## src/rtl/rd_valid_pipe.sv

```systemverilog
// Purpose: fixed-depth valid + payload delay line that aligns issued reads with their returning data.
// Latency: DEPTH cycles from vld_i/dat_i to vld_o/dat_o.
// Backpressure: none; the line shifts every cycle.
//
// Ports:
//   clk_i  - rising-edge clock
//   rst_i  - synchronous active-high reset; clears every stage valid
//   vld_i  - entry valid at the head of the line
//   dat_i  - entry payload (W bits)
//   vld_o  - entry valid at the tail, DEPTH cycles later
//   dat_o  - entry payload at the tail
module rd_valid_pipe #(
    parameter int DEPTH = 1,
    parameter int W     = 8
) (
    input  logic         clk_i,
    input  logic         rst_i,
    input  logic         vld_i,
    input  logic [W-1:0] dat_i,
    output logic         vld_o,
    output logic [W-1:0] dat_o
);

    logic [DEPTH-1:0]        vld_q;
    logic [DEPTH-1:0][W-1:0] dat_q;

    always_ff @(posedge clk_i) begin
        if (rst_i) begin
            vld_q <= '0;
            dat_q <= '0;
        end else begin
            vld_q[0] <= vld_i;
            dat_q[0] <= dat_i;
            for (int i = 1; i < DEPTH; i++) begin
                vld_q[i] <= vld_q[i-1];
                dat_q[i] <= dat_q[i-1];
            end
        end
    end

    assign vld_o = vld_q[DEPTH-1];
    assign dat_o = dat_q[DEPTH-1];

endmodule

```

## config.mk

```make
export PLATFORM = sky130hd
export DESIGN_NAME = rd_valid_pipe
export DESIGN_NICKNAME = d
export VERILOG_FILES = /design/src/rtl/rd_valid_pipe.sv
export SDC_FILE = /design/constraint.sdc
export NUM_CORES = 1
export LEC_CHECK = 0
export ABC_AREA = 1
export ABC_CLOCK_PERIOD_IN_PS = 800
export CORE_AREA = 5 5 42 44
export CTS_BUF_LIST = sky130_fd_sc_hd__clkbuf_16
export DETAILED_ROUTE_END_ITERATION = 8
export DIE_AREA = 0 0 47 49
export GPL_ROUTABILITY_DRIVEN = 0
export PLACE_DENSITY_LB_ADDON = 0.2
export SLEW_MARGIN = 40
export SYNTH_ARGS = -nofsm -noshare
export SYNTH_HDL_FRONTEND = slang
export SYNTH_SLANG_ARGS = --single-unit
export TNS_END_PERCENT = 1
```

## constraint.sdc

```tcl
create_clock -name clk_i -period 0.8 [get_ports clk_i]
set_input_delay 0.2 -clock clk_i [delete_from_list [all_inputs] [get_ports clk_i]]
set_output_delay 0.2 -clock clk_i [all_outputs]
set_load 0.01 [all_outputs]
```

==> key figures <==
Cells and area
  • Diode count: 0
  • Filler Cells Inserted: 160
  • Area Growth Syn to Fin: 102%
  • Share of cells above drive strength 1: 32.7%
  • Net count reported at finish: 64

CTS
  • Root Buffer: clkbuf_16
  • CTS tree: done
  • Clock transition at the registers of the reported paths: 40 ps
  • Htree depth: 1
  • CTS sink cnt: 9
  • CTS buffer count: 3
  • Post-cts resize count: 38
  • Hold_buf cts: 0
  • # Post-CTS Setup Buffers: 0
  • Clock Tree Buf Depth: 2

Outcome
  • Status: finished with violations
  • Violated checks: negative setup slack

Global routing
  • Initial antenna violation count: 0
  • Largest net degree at the start of global routing: 7
  • GR peak layer: met2
  • Total track usage: 5.57%
  • M3 GR Usage: 3.32%
  • Routing usage on met2: 7.92%
  • Vias in the first global route: 247
  • First-pass GRT wire length: 869 um
  • Global route overflow: 0
  • Met1 layer usage reported by global route: 5.74%

Logic synthesis
  • Syn Nets: 39
  • Number of synthesized flops with an enable pin: 0
  • Netlist Area Pre-Place: 259 um2
  • Synth Instances: 28
  • Most common library cells after synthesis: 9 x dfxtp_1, 9 x inv_1, 9 x nor2_1
  • Synth top area cells: dfxtp_1 70%, inv_1 13%, nor2_1 13%, buf_6 4.3%
  • Share of the synthesized area in the top cell type: 69.6%
  • Asr flop ratio synth: 0%
  • Post-synthesis register bit count: 9
  • Sequential element share of the synthesized area: 69.6%
  • Area leader, netlist: dfxtp_1
  • Synth unique cells: 4
  • Post-Syn Area per Cell: 9.25 um2
  • Number of warnings issued by yosys: 0
  • Main synth FF type: dfxtp_1

Die
  • Die Area: 0.00230 mm2
  • # rows: 14
  • Die Width: 47 um
  • Starting density of the core: 18.5%
  • Die height: 49 um
  • Core ar.: 0.00140 mm2
  • Io pins: 20

Timing
  • Max-slew headroom: 93.6%
  • Final Max Tran Viols: 0
  • RSZ-0062 raised after global routing: yes
  • Setup WS post-layout: -53.6 ps
  • Final Critical Period: 854 ps
  • Final setup fails: 9
  • Max Clk Rate: 1170 MHz
  • Final hold vios: 0
  • Hold_ws: 475 ps
  • Post-route setup TNS: -417 ps
  • Fin crit share: 107%
  • Worst-Margin Slew: 95.2 ps

Power
  • Leakage: 0.276 nW
  • Peak supply drop: 1.09 mV
  • Psw: 268 uW
  • Tot Pwr: 1.48 mW
  • Logic pwr share: 8.1%
  • Switching Fraction: 18.1%
  • Clock group share of total power: 59.3%
  • Internal power: 1.21 mW
  • P per Cell Area: 2830 mW/mm2
  • Reg power frac: 32.6%

Hold path
  • Hold Startpoint: dat_i[0]
  • Hold Path Stages: 3
  • Hold Crit Class: in -> reg

Worst setup path
  • CP Launch Type: register
  • CP delay by family, top: flip-flops
  • Critical path buffer and inverter count: 1
  • CP max FO: 1
  • CP Depth: 1
  • Critical path endpoint: dat_o[1]
  • CP Class: reg -> out
  • CP Cell Sequence: buf_2
  • WP data required: 600 ps
  • Critical path's largest stage delay: 300 ps
  • Critical Path AT: 650 ps
  • Worst setup EP type: output port
  • Crit path from: dat_o[1]
  • CP max stage cell: dfxtp_1

Drt
  • DR vias: 232
  • Routed Antenna Nets: 0
  • Routed wire per std cell: 8.01 um
  • DRT iter0 DRCs: 0
  • Total Routed Length: 545 um
  • DRC viols: 0
  • Drt first pass iters: 1
  • Vias per cell: 3.41

Job
  • Max-cap violations: 0

Place
  • DPL Wire Length: 405 um
  • PortBufs: 19
sequential cells by signal (all words and copies together) (netlist names):
register,flops
dat_o,8
vld_o,1
layout by cell type (no fill, tap or decap), drive strengths merged:
cell type      count
nor2               9
clkdlybuf4s50     10
buf               11
inv                9
dfxtp              9
clkbuf             3
clkinv             1
layout make-up:
class / instances / area [um2] / share of cell area, %
Clock buffer: 3 / 75.1 / 14.4
Clock inverter: 1 / 5.00 / 0.957
Inverter: 9 / 33.8 / 6.46
Multi-Input combinational cell: 9 / 33.8 / 6.46
Sequential cell: 9 / 183 / 34.9
Tap cell: 16 / 20.0 / 3.83
Timing Repair Buffer: 21 / 173 / 33.0
power by group through the flow:
stage	Clock, mW	Combinational (mW)	Sequential [mW]
after floorplan	0	0.0259	0.501
after global placement	0	0.139	0.487
after detailed placement	0	0.139	0.488
after CTS	0.891	0.121	0.481
after global routing	0.930	0.133	0.483
final	0.878	0.120	0.482
worst min path at each step:
stage,end
finish,dat_o[0]
CTS,dat_o[6]
global placement,dat_o[7]
floorplan,dat_o[0]
global route,dat_o[0]
detailed placement,dat_o[7]
per-layer routing:
layer  wire length [um]  vias to the layer above
li1                   -                      122
met1                224                       97
met2                246                       13
met3                 75                        0
met4                  0                        0
met5                  0                        -
per-stage QoR:
step	cell area, um2	worst slack, ps	std cells	utilization, %
CTS	515	-65.4	68	36.8
finish	523	-53.6	68	37.3
detailed placement	473	-220	64	33.8
global placement	473	-217	64	33.8
floorplan	259	269	28	-
global route	523	-81.8	68	37.3
cells by family after synthesis:
group         synth area share, %
simple gates                 13.0
flops                        69.6
buf+inv                      17.4
Note: power is estimated with default switching activity, not from simulation.
